===== src/rtl/ahb_pkg.sv =====
// Shared AHB-Lite types for the single-master interconnect: transfer encodings,
// fault causes and the data-phase owner encoding.
package ahb_pkg;

  typedef enum logic [1:0] {
    TransIdle   = 2'b00,
    TransBusy   = 2'b01,
    TransNonseq = 2'b10,
    TransSeq    = 2'b11
  } transfer_kind_e;

  typedef logic [2:0] transfer_size_t;
  typedef logic [2:0] transfer_burst_t;
  typedef logic [3:0] transfer_protection_t;

  typedef enum logic {
    RespOkay  = 1'b0,
    RespError = 1'b1
  } transfer_response_e;

  typedef enum logic [1:0] {
    CauseUnmapped = 2'd0,
    CauseReadOnly = 2'd1,
    CausePriv     = 2'd2
  } fault_cause_e;

  typedef enum logic [1:0] {
    SelNone,
    SelDefault,
    SelDevice
  } sel_kind_e;

  // Data-phase owner: idx is only meaningful when kind is SelDevice.
  typedef struct packed {
    sel_kind_e  kind;
    logic [3:0] idx;
  } data_sel_t;

  localparam data_sel_t DataSelNone = '{kind: SelNone, idx: 4'd0};
  localparam int unsigned MaxDevices = 16;

endpackage


===== src/rtl/ahb_interconnect_if.sv =====
// AHB-Lite bus bundle between one master, the interconnect and DEVICE_COUNT slaves.
// The interconnect takes the slave modport; the environment (master + devices) the master one.
interface ahb_interconnect_if
  import ahb_pkg::*;
#(
  parameter int unsigned DEVICE_COUNT = 2
);
  logic [31:0]                          m_addr;
  transfer_kind_e                       m_trans;
  logic                                 m_write;
  transfer_protection_t                 m_prot;
  logic [DEVICE_COUNT-1:0]              s_sel;
  logic [DEVICE_COUNT-1:0][31:0]        s_rdata;
  logic [DEVICE_COUNT-1:0]              s_ready;
  transfer_response_e [DEVICE_COUNT-1:0] s_resp;
  logic [31:0]                          m_rdata;
  logic                                 m_ready;
  transfer_response_e                   m_resp;

  modport slave (
    input  m_addr, m_trans, m_write, m_prot, s_rdata, s_ready, s_resp,
    output s_sel, m_rdata, m_ready, m_resp
  );

  modport master (
    output m_addr, m_trans, m_write, m_prot, s_rdata, s_ready, s_resp,
    input  s_sel, m_rdata, m_ready, m_resp
  );
endinterface


===== src/rtl/ahb_default_slave.sv =====
// Built-in default slave: two-cycle ERROR response for faulting transfers and
// capture of the most recent fault (address, cause, saturating count).
module ahb_default_slave
  import ahb_pkg::*;
(
  input  logic               clock_i,
  input  logic               nreset_i,
  input  logic               fault_accept_i,
  input  fault_cause_e       cause_i,
  input  logic [31:0]        addr_i,
  output logic               ready_o,
  output transfer_response_e resp_o,
  output logic [15:0]        err_count_o,
  output logic [31:0]        err_addr_o,
  output fault_cause_e       err_cause_o
);

  typedef enum logic [1:0] {StIdle, StErr1, StErr2} state_e;

  state_e       state_q, state_d;
  logic [15:0]  count_q, count_d;
  logic [31:0]  addr_q, addr_d;
  fault_cause_e cause_q, cause_d;

  always_ff @(posedge clock_i or negedge nreset_i) begin
    if (!nreset_i) begin
      state_q <= StIdle;
      count_q <= '0;
      addr_q  <= '0;
      cause_q <= CauseUnmapped;
    end else begin
      state_q <= state_d;
      count_q <= count_d;
      addr_q  <= addr_d;
      cause_q <= cause_d;
    end
  end

  always_comb begin
    state_d = state_q;
    ready_o = 1'b1;
    resp_o  = RespOkay;
    unique case (state_q)
      StIdle: if (fault_accept_i) state_d = StErr1;
      StErr1: begin
        ready_o = 1'b0;
        resp_o  = RespError;
        state_d = StErr2;
      end
      StErr2: begin
        resp_o  = RespError;
        state_d = fault_accept_i ? StErr1 : StIdle;
      end
      default: state_d = StIdle;
    endcase
  end

  always_comb begin
    count_d = count_q;
    addr_d  = addr_q;
    cause_d = cause_q;
    if (fault_accept_i) begin
      count_d = (count_q == 16'hFFFF) ? count_q : count_q + 16'd1;
      addr_d  = addr_i;
      cause_d = cause_i;
    end
  end

  assign err_count_o = count_q;
  assign err_addr_o  = addr_q;
  assign err_cause_o = cause_q;

endmodule


===== src/rtl/ahb_interconnect.sv =====
// AHB-Lite single-master interconnect: address-map decode with access checks,
// registered data-phase owner and read/ready/response return mux.
module ahb_interconnect
  import ahb_pkg::*;
#(
  parameter int unsigned                   DEVICE_COUNT = 2,
  parameter logic [DEVICE_COUNT-1:0][31:0] ADDR_BASE    = {32'h0000_0800, 32'h0000_0000},
  parameter logic [DEVICE_COUNT-1:0][31:0] ADDR_SIZE    = {32'h0000_0800, 32'h0000_0800},
  parameter logic [DEVICE_COUNT-1:0]       READ_ONLY    = '0,
  parameter logic [DEVICE_COUNT-1:0]       PRIV_ONLY    = '0
) (
  input  logic              clock_i,
  input  logic              nreset_i,
  ahb_interconnect_if.slave bus,
  output logic [15:0]       err_count_o,
  output logic [31:0]       err_addr_o,
  output fault_cause_e      err_cause_o
);

  if (DEVICE_COUNT < 1 || DEVICE_COUNT > MaxDevices) begin : g_bad_count
    $fatal(1, "DEVICE_COUNT must be in 1..16");
  end
  for (genvar g = 0; g < DEVICE_COUNT; g++) begin : g_check_map
    if (ADDR_SIZE[g] == 32'd0 || (ADDR_SIZE[g] & (ADDR_SIZE[g] - 32'd1)) != 32'd0) begin : g_size
      $fatal(1, "ADDR_SIZE entry is not a power of two");
    end
    if ((ADDR_BASE[g] & (ADDR_SIZE[g] - 32'd1)) != 32'd0) begin : g_align
      $fatal(1, "ADDR_BASE entry is not aligned to its size");
    end
  end

  logic                    hit, ro, po, fault, active, accept, fault_accept;
  logic [3:0]              hit_idx;
  logic [DEVICE_COUNT-1:0] dev_oh;
  fault_cause_e            cause;
  data_sel_t               data_sel_q, data_sel_d;
  logic                    ds_ready;
  transfer_response_e      ds_resp;
  logic                    unused_prot;

  assign unused_prot = ^{bus.m_prot[3:2], bus.m_prot[0]};

  // Scan from the top so the lowest-index overlapping region wins.
  always_comb begin
    hit     = 1'b0;
    hit_idx = '0;
    dev_oh  = '0;
    ro      = 1'b0;
    po      = 1'b0;
    for (int i = int'(DEVICE_COUNT) - 1; i >= 0; i--) begin
      if ((bus.m_addr - ADDR_BASE[i]) < ADDR_SIZE[i]) begin
        hit       = 1'b1;
        hit_idx   = 4'(i);
        dev_oh    = '0;
        dev_oh[i] = 1'b1;
        ro        = READ_ONLY[i];
        po        = PRIV_ONLY[i];
      end
    end
  end

  always_comb begin
    fault = 1'b1;
    cause = CauseUnmapped;
    if (hit) begin
      if (bus.m_write && ro)         cause = CauseReadOnly;
      else if (!bus.m_prot[1] && po) cause = CausePriv;
      else                           fault = 1'b0;
    end
  end

  assign bus.s_sel    = (nreset_i && hit && !fault) ? dev_oh : '0;
  assign active       = (bus.m_trans == TransNonseq) || (bus.m_trans == TransSeq);
  assign accept       = bus.m_ready;
  assign fault_accept = accept && active && fault;

  always_comb begin
    data_sel_d = data_sel_q;
    if (accept) begin
      if (!active)    data_sel_d = DataSelNone;
      else if (fault) data_sel_d = '{kind: SelDefault, idx: 4'd0};
      else            data_sel_d = '{kind: SelDevice, idx: hit_idx};
    end
  end

  always_ff @(posedge clock_i or negedge nreset_i) begin
    if (!nreset_i) data_sel_q <= DataSelNone;
    else           data_sel_q <= data_sel_d;
  end

  always_comb begin
    bus.m_ready = 1'b1;
    bus.m_resp  = RespOkay;
    bus.m_rdata = '0;
    unique case (data_sel_q.kind)
      SelNone: ;
      SelDefault: begin
        bus.m_ready = ds_ready;
        bus.m_resp  = ds_resp;
      end
      SelDevice: begin
        for (int i = 0; i < int'(DEVICE_COUNT); i++) begin
          if (data_sel_q.idx == 4'(i)) begin
            bus.m_ready = bus.s_ready[i];
            bus.m_resp  = bus.s_resp[i];
            bus.m_rdata = bus.s_rdata[i];
          end
        end
      end
      default: ;
    endcase
  end

  ahb_default_slave u_default_slave (
    .clock_i        (clock_i),
    .nreset_i       (nreset_i),
    .fault_accept_i (fault_accept),
    .cause_i        (cause),
    .addr_i         (bus.m_addr),
    .ready_o        (ds_ready),
    .resp_o         (ds_resp),
    .err_count_o    (err_count_o),
    .err_addr_o     (err_addr_o),
    .err_cause_o    (err_cause_o)
  );

endmodule


===== src/flat_wrapper.sv =====
// flat-port wrapper written by rule: the top's interface ports become plain ports
module ahb_interconnect_flat import ahb_pkg::*;
#(
  parameter int unsigned                   DEVICE_COUNT = 2,
  parameter logic [DEVICE_COUNT-1:0][31:0] ADDR_BASE    = {32'h0000_0800, 32'h0000_0000},
  parameter logic [DEVICE_COUNT-1:0][31:0] ADDR_SIZE    = {32'h0000_0800, 32'h0000_0800},
  parameter logic [DEVICE_COUNT-1:0]       READ_ONLY    = '0,
  parameter logic [DEVICE_COUNT-1:0]       PRIV_ONLY    = '0
)
  (clock_i, nreset_i, err_count_o, err_addr_o, err_cause_o, bus_m_addr, bus_m_trans, bus_m_write, bus_m_prot, bus_s_rdata, bus_s_ready, bus_s_resp, bus_s_sel, bus_m_rdata, bus_m_ready, bus_m_resp);
  ahb_interconnect_if #(.DEVICE_COUNT(DEVICE_COUNT)) bus_i ();
  input  logic clock_i;
  input  logic nreset_i;
  output logic [15:0] err_count_o;
  output logic [31:0] err_addr_o;
  output fault_cause_e err_cause_o;
  input wire logic [$bits(bus_i.m_addr)-1:0] bus_m_addr;
  input wire logic [$bits(bus_i.m_trans)-1:0] bus_m_trans;
  input wire logic [$bits(bus_i.m_write)-1:0] bus_m_write;
  input wire logic [$bits(bus_i.m_prot)-1:0] bus_m_prot;
  input wire logic [$bits(bus_i.s_rdata)-1:0] bus_s_rdata;
  input wire logic [$bits(bus_i.s_ready)-1:0] bus_s_ready;
  input wire logic [$bits(bus_i.s_resp)-1:0] bus_s_resp;
  output wire logic [$bits(bus_i.s_sel)-1:0] bus_s_sel;
  output wire logic [$bits(bus_i.m_rdata)-1:0] bus_m_rdata;
  output wire logic [$bits(bus_i.m_ready)-1:0] bus_m_ready;
  output wire logic [$bits(bus_i.m_resp)-1:0] bus_m_resp;
  assign bus_i.m_addr = bus_m_addr;
  assign bus_i.m_trans = bus_m_trans;
  assign bus_i.m_write = bus_m_write;
  assign bus_i.m_prot = bus_m_prot;
  assign bus_i.s_rdata = bus_s_rdata;
  assign bus_i.s_ready = bus_s_ready;
  assign bus_i.s_resp = bus_s_resp;
  assign bus_s_sel = bus_i.s_sel;
  assign bus_m_rdata = bus_i.m_rdata;
  assign bus_m_ready = bus_i.m_ready;
  assign bus_m_resp = bus_i.m_resp;
  ahb_interconnect #(.DEVICE_COUNT(DEVICE_COUNT), .ADDR_BASE(ADDR_BASE), .ADDR_SIZE(ADDR_SIZE), .READ_ONLY(READ_ONLY), .PRIV_ONLY(PRIV_ONLY)) u_core (.clock_i(clock_i), .nreset_i(nreset_i), .bus(bus_i), .err_count_o(err_count_o), .err_addr_o(err_addr_o), .err_cause_o(err_cause_o));
endmodule

===== config.mk =====
export PLATFORM = sky130hd
export DESIGN_NAME = ahb_interconnect_flat
export DESIGN_NICKNAME = d
export VERILOG_FILES = /design/src/rtl/ahb_pkg.sv /design/src/rtl/ahb_interconnect_if.sv /design/src/rtl/ahb_default_slave.sv /design/src/rtl/ahb_interconnect.sv /design/src/flat_wrapper.sv
export SDC_FILE = /design/constraint.sdc
export NUM_CORES = 1
export LEC_CHECK = 0
export ABC_AREA = 0
export BUFFER_PORTS_ARGS = -buffer_cell sky130_fd_sc_hd__buf_2
export CORE_MARGIN = 2
export CORE_UTILIZATION = 45
export CTS_BUF_LIST = sky130_fd_sc_hd__clkbuf_4 sky130_fd_sc_hd__clkbuf_8
export DETAILED_ROUTE_END_ITERATION = 8
export PLACE_DENSITY = 0.83
export SYNTH_ARGS = -nofsm -noshare
export SYNTH_HDL_FRONTEND = slang
export SYNTH_SLANG_ARGS = --single-unit

===== constraint.sdc =====
create_clock -name clock_i -period 4 [get_ports clock_i]
set_input_delay 0.4 -clock clock_i [delete_from_list [all_inputs] [get_ports clock_i]]
set_output_delay 0.4 -clock clock_i [all_outputs]
set_load 0.02 [all_outputs]

==> results.md, run 1 <==
* Fin Clk Skew at between 0.015 and 0.02 ns
* Commonest register cell after synthesis: dfrtp_1
* Syn. warnings at 0
* Fill cells at between 600 and 700
* EDFF count, synth at 0
* Max H-tree Level at 2
* Root buf cell: clkbuf_8
* Largest stage delay, worst path at around 0.51 ns
* TritonCTS Sinks at between 50 and 60
* Hold crit path type: in -> reg
* Worst-path fanout max at 27
* Die Wd at 89.4 um
* Number of top-level pins at a little under 200
* Reg-to-Reg End: u_core.u_default_slave.err_addr_o[18]
* Final period utilization at roughly four fifths
* Pre-CTS setup slack at a little over 0.5 ns
* Status: completed
* Die area at about 8000 um^2
* Mapped cell area at 3280 um^2
* Most frequent cell after synthesis: dfrtp_1
* Number of post-CTS setup repair buffers at 0
* Final-report setup violation count at 0
* Register area share after synthesis at approximately two fifths
* Worst-path clk slew at roughly 0.11 ns
* DP Wirelength at about 6.6 mm
* Drt drc at 0
* Worst slew margin at around three fifths
* Max Clk Rate at about 320 MHz
* First-pass DRT Iterations at 4
* Cell count after synthesis at 310
* Synth area leader: dfrtp_1
* Peak VDD IR at between 0.0004 and 0.0005 V
* DP Cell Count at 585
* Std-Cell Rows at 31
* Cell Count, Final, Fillers Out at 594
* CP max-delay cell: or4b_1
* CTS Buffer Depth at 2
* CTS Buf Count at 5
* Height of the die at 89.4 um
* GR Util All Layers at between 10% and 20%
* Core ar. at just over 7000 um^2
* R2R depth at 9
* Distinct cell type count after synthesis at 47
* CP Launch Type: primary input
* Initial core utilization at about 46%
* R2R setup slack at between 1.5 and 2 ns
* Share of post-route cells with drive strength above 1 at between 40 and 50%
* Number of max-cap violations at 0
* Worst Hold Path Cells at 2
* Min-delay src: bus_m_addr[27]
* CTS tree: done
* Initial antenna violation count at 0
* CP required at about 4.2 ns
* Worst-path cell chain: buf_2 > inv_1 > ha_1 > or4b_1 > o41a_1 > nor4_1 > nand2_1 > or4_4 > nand2b_1 > buf_4 > mux2_2
* Yosys reg bits at 53
* Grt ovf at 0
* Antenna cells at 0
* P_leak at roughly 0.0022 uW
* Nets at ~610
* Port buffer count at about 190
* Worst Slack Setup Final at approximately 0.83 ns
* DR iter-0 viols at 74
* Hold EP: u_core.u_default_slave.err_addr_o[27]
* Syn Area/Cell at 10.6 um^2
* RSZ-0062 raised after global routing: no
* GPL Wtd Cong at between 0.8 and 0.9
* Worst Setup End Kind: flop
* Largest net degree at the start of global routing at 46
* Critical Path AT at 3.38 ns
* Worst Max-Slew Pin Slew at 0.573 ns
* Ranking of synthesized cells by area: dfrtp_1 (40%), mux2i_1 (11%), nor2b_1 (6.1%), mux2_4 (4.6%), mux2_1 (4.1%)
* Hold Fails Final Rpt at 0
* WS Path Type: in -> reg
* Vias at approximately 3k
* Layout area overhead at 34.4%
* ANT nets after route at 0
* Pwr Density at between 500 and 600 nW/um^2
* DR WL/cell at 14.1 um
* Hold Buf Count CTS at 1
* Setup TNS Final at 0 ns
* WL final at approximately 8.4 mm
* Top cells by count, synth: dfrtp_1 (53), mux2i_1 (35), nor2b_1 (32)
* Post-layout minimum cycle time at 3.17 ns
* Clock Latency Late Sink at roughly 0.32 ns
* Count of pins over their slew limit at 0
* Resized cells post-CTS at 0
* Vias in the first global route at 2555
* Asr flop ratio synth at 100%
* Reg2reg start: u_core.u_default_slave.state_q[1]
* First-pass GRT wire length at ~12 mm
* Area share of the largest cell type after synthesis at 40.4%
* Util after Layout at roughly three fifths
* Avg Vias per Cell at between 4 and 5
metrics by stage:
step                      power (uW)  hold WS [ns]  area, um^2
after floorplan                 1530         0.104        3290
after global placement          1850         0.291        4280
after detailed placement        1890         0.293        4280
after CTS                       2290         0.310        4410
after global routing            2420         0.296        4410
final                           2270         0.319        4410
registers in the layout (all words and copies together) (netlist names):
signal,count
u_core.u_default_slave.state_q,2
u_core.u_default_slave.err_count_o,16
u_core.data_sel_q,3
u_core.u_default_slave.err_addr_o,32
worst max path at each step:
stage | startpoint | end | slack (ns)
after floorplan | bus_m_addr[11] | u_core.u_default_slave.err_addr_o[20] | 0.99
after global placement | bus_m_addr[12] | u_core.u_default_slave.err_addr_o[15] | 0.54
after detailed placement | bus_m_addr[12] | u_core.u_default_slave.err_addr_o[16] | 0.51
after CTS | bus_m_addr[12] | u_core.u_default_slave.err_addr_o[16] | 0.85
after global routing | bus_m_addr[12] | u_core.u_default_slave.err_addr_o[18] | 0.61
final | bus_m_addr[12] | u_core.u_default_slave.err_addr_o[18] | 0.83
layout make-up:
| cell class | instances | area (um^2) | area share (%) |
|---|---|---|---|
| Multi-Input combinational cell | 232 | 1830 | 41.4 |
| Sequential cell | 53 | 1330 | 30.1 |
| Timing Repair Buffer | 191 | 971 | 22.0 |
| Tap cell | 99 | 124 | 2.81 |
| Clock buffer | 6 | 82.6 | 1.87 |
| Clock inverter | 2 | 41.3 | 0.935 |
| Inverter | 11 | 41.3 | 0.935 |
per-layer routing:
metal | global-route usage (%) | part of all wire [%] | up-vias
li1 | - | - | 1449
met1 | 24.3 | 41 | 1385
met2 | 35.2 | 51 | 116
met3 | 6.00 | 7.8 | 4
met4 | 3.53 | 0.48 | 0
met5 | 0 | 0 | -
power breakdown:
part	switching, uW	internal [uW]	leakage, uW
logic	587	419	0.00149
clock network	189	208	0.0000633
registers	128	740	0.000648
cell families after synthesis:
family | share of synthesized area [%]
simple gates | 20.9
mux | 23.1
flops | 40.4
buf+inv | 4.11
compound gates | 4.31
xor+xnor | 4.00
fa+ha+maj | 3.05
other cells | 0.114
worst max-delay path: cells and delay by family:
family	cells	cell delay, ns
compound gates	1	0.34
simple gates	5	1.50
mux	1	0.37
fa+ha+maj	1	0.24
buf+inv	3	0.51
cell usage in the layout (no fill, tap or decap), types with 3 or more instances in the layout:
| master | n |
|---|---|
| nand3_1 | 6 |
| mux2_4 | 10 |
| xnor2_1 | 9 |
| nor4_1 | 4 |
| inv_1 | 11 |
| o21ai_0 | 7 |
| or4_4 | 4 |
| or3_1 | 3 |
| mux2i_1 | 35 |
| nand3b_1 | 4 |
| nor2_1 | 12 |
| nor2b_1 | 32 |
| buf_4 | 4 |
| dfrtp_1 | 52 |
| ha_1 | 8 |
| mux2_2 | 11 |
| nand2b_1 | 4 |
| buf_2 | 186 |
| nor3_1 | 10 |
| nand2_1 | 25 |
| clkbuf_8 | 6 |
| mux2_1 | 12 |
| xor2_1 | 6 |
| nand4_1 | 3 |
Note: power is estimated with default switching activity, not from simulation.
==> run 2: changes to the inputs <==
--- a/config.mk
+++ b/config.mk
@@ -8,10 +8,10 @@
 export ABC_AREA = 0
 export BUFFER_PORTS_ARGS = -buffer_cell sky130_fd_sc_hd__buf_2
 export CORE_MARGIN = 2
-export CORE_UTILIZATION = 45
+export CORE_UTILIZATION = 41
 export CTS_BUF_LIST = sky130_fd_sc_hd__clkbuf_4 sky130_fd_sc_hd__clkbuf_8
 export DETAILED_ROUTE_END_ITERATION = 8
-export PLACE_DENSITY = 0.83
+export PLACE_DENSITY = 0.79
 export SYNTH_ARGS = -nofsm -noshare
 export SYNTH_HDL_FRONTEND = slang
 export SYNTH_SLANG_ARGS = --single-unit
==> constraint.sdc (replaced) <==
create_clock -name clock_i -period 2.6 [get_ports clock_i]
set_input_delay 0.26 -clock clock_i [delete_from_list [all_inputs] [get_ports clock_i]]
set_output_delay 0.26 -clock clock_i [all_outputs]
set_load 0.02 [all_outputs]
==> run 2 against run 1 <==
Against the previous run:
- the flow now finishes with violations (setup timing)
- design area grew 11%
- setup slack lost 0.85 ns
- wire length grew 22%
- non-clock buffer count grew 35
- critical endpoint is now u_core.u_default_slave.err_addr_o[21]
- largest cell class unchanged
- highest routed layer unchanged
==> results.md, run 2 (synthesis gave the netlist of run 1 again) <==
* Final-report setup violation count at 3 (was 0)
* WL final at 10.2 mm (was 8.39 mm)
* Grt met1 use at 24.5% (was 24.3%)
* Hold Fails Final Rpt at 0 (unchanged)
* Grt ovf at 0 (unchanged)
* Grt met2 use at 39.6% (was 35.2%)
* Height of the die at 93.5 um (was 89.4 um)
* Share of post-route cells with drive strength above 1 at 55.3% (was 46.3%)
* DP Wirelength at 7.48 mm (was 6.62 mm)
* First-pass GRT wire length at 14.8 mm (was 12.3 mm)
* R2R depth at 9 (unchanged)
* Die Wd at 93.5 um (was 89.4 um)
* Pre-CTS setup slack at -0.457 ns (was 0.515 ns)
* FF+latch area at 1330 um^2 (unchanged)
* R2R setup slack at 0.29 ns (was 1.51 ns)
* DR iter-0 viols at 78 (was 74)
* Number of top-level pins at 195 (unchanged)
* Worst-path clk slew at 0.11 ns (about the same)
* Vias in the first global route at 3099 (was 2555)
* Fin Clk Skew at 0.0213 ns (was 0.0159 ns)
* Drt drc at 0 (unchanged)
* Root buf cell: clkbuf_8 (unchanged)
* Reg-to-Reg End: u_core.u_default_slave.err_addr_o[21] (was u_core.u_default_slave.err_addr_o[18])
* Worst-path fanout max at 11 (was 27)
* CTS tree: done (unchanged)
* Setup TNS Final at -0.0366 ns (was 0 ns)
* Hold Buf Count CTS at 0 (was 1)
* Nets at 646 (was 611)
* DP Cell Count at 617 (was 585)
* Initial core utilization at 42.5% (was 45.8%)
* GPL Wtd Cong at 0.822 (was 0.875)
* CP max-delay cell: or4b_4 (was or4b_1)
* Peak VDD IR at 0.000511 V (was 0.000434 V)
* Initial antenna violation count at 0 (unchanged)
* Worst slew margin at 56.1% (was 61.8%)
* Std-Cell Rows at 32 (was 31)
* Status: finished, violations left (was completed)
* Count of pins over their slew limit at 0 (unchanged)
* CTS Buf Count at 5 (unchanged)
* Number of max-cap violations at 0 (unchanged)
* Max H-tree Level at 2 (unchanged)
* Violated checks: setup timing
* Reg2reg start: u_core.u_default_slave.state_q[1] (unchanged)
* Avg Vias per Cell at 5.15 (was 4.97)
* Multi-input combinational cell area at 1990 um^2 (was 1830 um^2)
* Largest stage delay, worst path at 0.49 ns (was 0.51 ns)
* Worst-path cell chain: buf_8 > inv_6 > ha_4 > or4b_4 > o41a_1 > nor4_4 > nand2_1 > or4_4 > nand2b_4 > clkbuf_16 > mux2_4 (was buf_2 > inv_1 > ha_1 > or4b_1 > o41a_1 > nor4_1 > nand2_1 > or4_4 > nand2b_1 > buf_4 > mux2_2)
* Layout area overhead at 49.5% (was 34.4%)
* Max reg flops at 32 (unchanged)
* Most used routing layer: met2 (unchanged)
* Critical Path AT at 2.80 ns (was 3.38 ns)
* CP required at 2.79 ns (was 4.21 ns)
* CP Launch Type: primary input (unchanged)
* Largest net degree at the start of global routing at 54 (was 46)
* GR Util All Layers at 21.1% (was 19.9%)
* Worst Slack Setup Final at -0.0174 ns (was 0.833 ns)
* Total power at 3770 uW (was 2270 uW)
* RSZ-0062 raised after global routing: yes (was no)
* WP depth at 11 (unchanged)
* ANT nets after route at 0 (unchanged)
* DR WL/cell at 16.1 um (was 14.1 um)
* P_leak at 0.00248 uW (was 0.00220 uW)
* Cell Count, Final, Fillers Out at 632 (was 594)
* Clock Latency Late Sink at 0.31 ns (was 0.32 ns)
* Core ar. at 7730 um^2 (was 7180 um^2)
* Max Clk Rate at approximately 380 MHz
* Vias at 3257 (was 2954)
* M3 GR Usage at 3.46% (was 6.00%)
* Final period utilization at 101%
* Delay-heaviest family, CP: simple AND/OR/NAND/NOR gates (unchanged)
* Critical path origin: bus_m_addr[11] (was bus_m_addr[12])
* WS Path Type: in -> reg (unchanged)
* Hold crit path type: in -> async (was in -> reg)
* Worst Max-Slew Pin Slew at 0.659 ns (was 0.573 ns)
* Pwr Density at 768 nW/um^2 (was 515 nW/um^2)
* Worst path buffer plus inverter count at 3 (unchanged)
* Crit path capture: u_core.u_default_slave.err_addr_o[21] (was u_core.u_default_slave.err_addr_o[18])
* TritonCTS Sinks at 53 (unchanged)
* First-pass DRT Iterations at 4 (unchanged)
* Worst Setup End Kind: flop (unchanged)
* Antenna cells at 0 (unchanged)
* CTS Buffer Depth at 2 (unchanged)
* Most frequent cells in the layout: buf_2 (182), dfrtp_1 (52), buf_4 (37), mux2i_1 (34), nor2b_1 (32) (was buf_2 (186), dfrtp_1 (52), mux2i_1 (35), nor2b_1 (32), nand2_1 (25))
* Fill cells at 637 (was 613)
* Post-layout minimum cycle time at ~2.6 ns
* Port buffer count at 186 (unchanged)
* Commonest non-fill, non-tap cell in the layout: buf_2 (unchanged)
* Die area at 8740 um^2 (was 8000 um^2)
## run 2: how the worst min path moves through the flow
stage                                                   endpoint                                  start  cells past startpoint  slack, ns
after global placement     u_core.u_default_slave.err_addr_o[14]  u_core.u_default_slave.err_addr_o[14]                      2       0.47
final                     u_core.u_default_slave.err_count_o[13]                               nreset_i                      2       0.12
after floorplan                             u_core.data_sel_q[0]                               nreset_i                      0      -0.04
after detailed placement   u_core.u_default_slave.err_addr_o[22]  u_core.u_default_slave.err_addr_o[22]                      1       0.48
after global routing        u_core.u_default_slave.err_addr_o[4]                          bus_m_addr[4]                      2       0.17
after CTS                 u_core.u_default_slave.err_count_o[13]                               nreset_i                      2       0.15
## run 2: report_power, final
part | leakage [uW] | switching, uW | internal [uW]
registers | 0.000648 | 217 | 1140
clock network | 0.0000478 | 298 | 220
logic | 0.00178 | 989 | 908
## run 2: repair_timing
item / CTS / global route
cloned: 0 / 2
resized for setup: 7 / 35
buffers inserted: 1 / 5
pin swaps: 1 / 6
endpoints found under the setup margin: 32 / 50
## run 2: worst register-to-register path: cells and delay by family, from the launching register on
kind,cells,cell delay (ns)
mux,1,0.31
compound gates,2,0.54
simple gates,2,0.43
fa+ha+maj,1,0.16
flops,1,0.41
buf+inv,3,0.36
## run 2: area by class of cell
| class | count | share of cell area [%] |
|---|---|---|
| Sequential cell | 53 | 27.0 |
| Clock inverter | 2 | 0.331 |
| Timing Repair Buffer | 226 | 26.9 |
| Multi-Input combinational cell | 232 | 40.5 |
| Tap cell | 102 | 2.60 |
| Clock buffer | 6 | 1.68 |
| Inverter | 11 | 0.994 |
## run 2: stage by stage
stage | util (%) | hold slack (ns) | instance area (um^2)
floorplan | - | -0.0356 | 3320
global placement | 59.0 | 0.470 | 4560
detailed placement | 59.0 | 0.482 | 4560
CTS | 60.9 | 0.149 | 4700
global route | 63.6 | 0.169 | 4910
finish | 63.6 | 0.119 | 4910
## run 2: metal layers
layer | routed length (um) | share of wire (%) | up-vias
li1 | - | - | 1521
met1 | 3860 | 38 | 1586
met5 | 0 | 0 | -
met4 | 165 | 1.6 | 0
met2 | 5480 | 54 | 133
met3 | 694 | 6.8 | 17
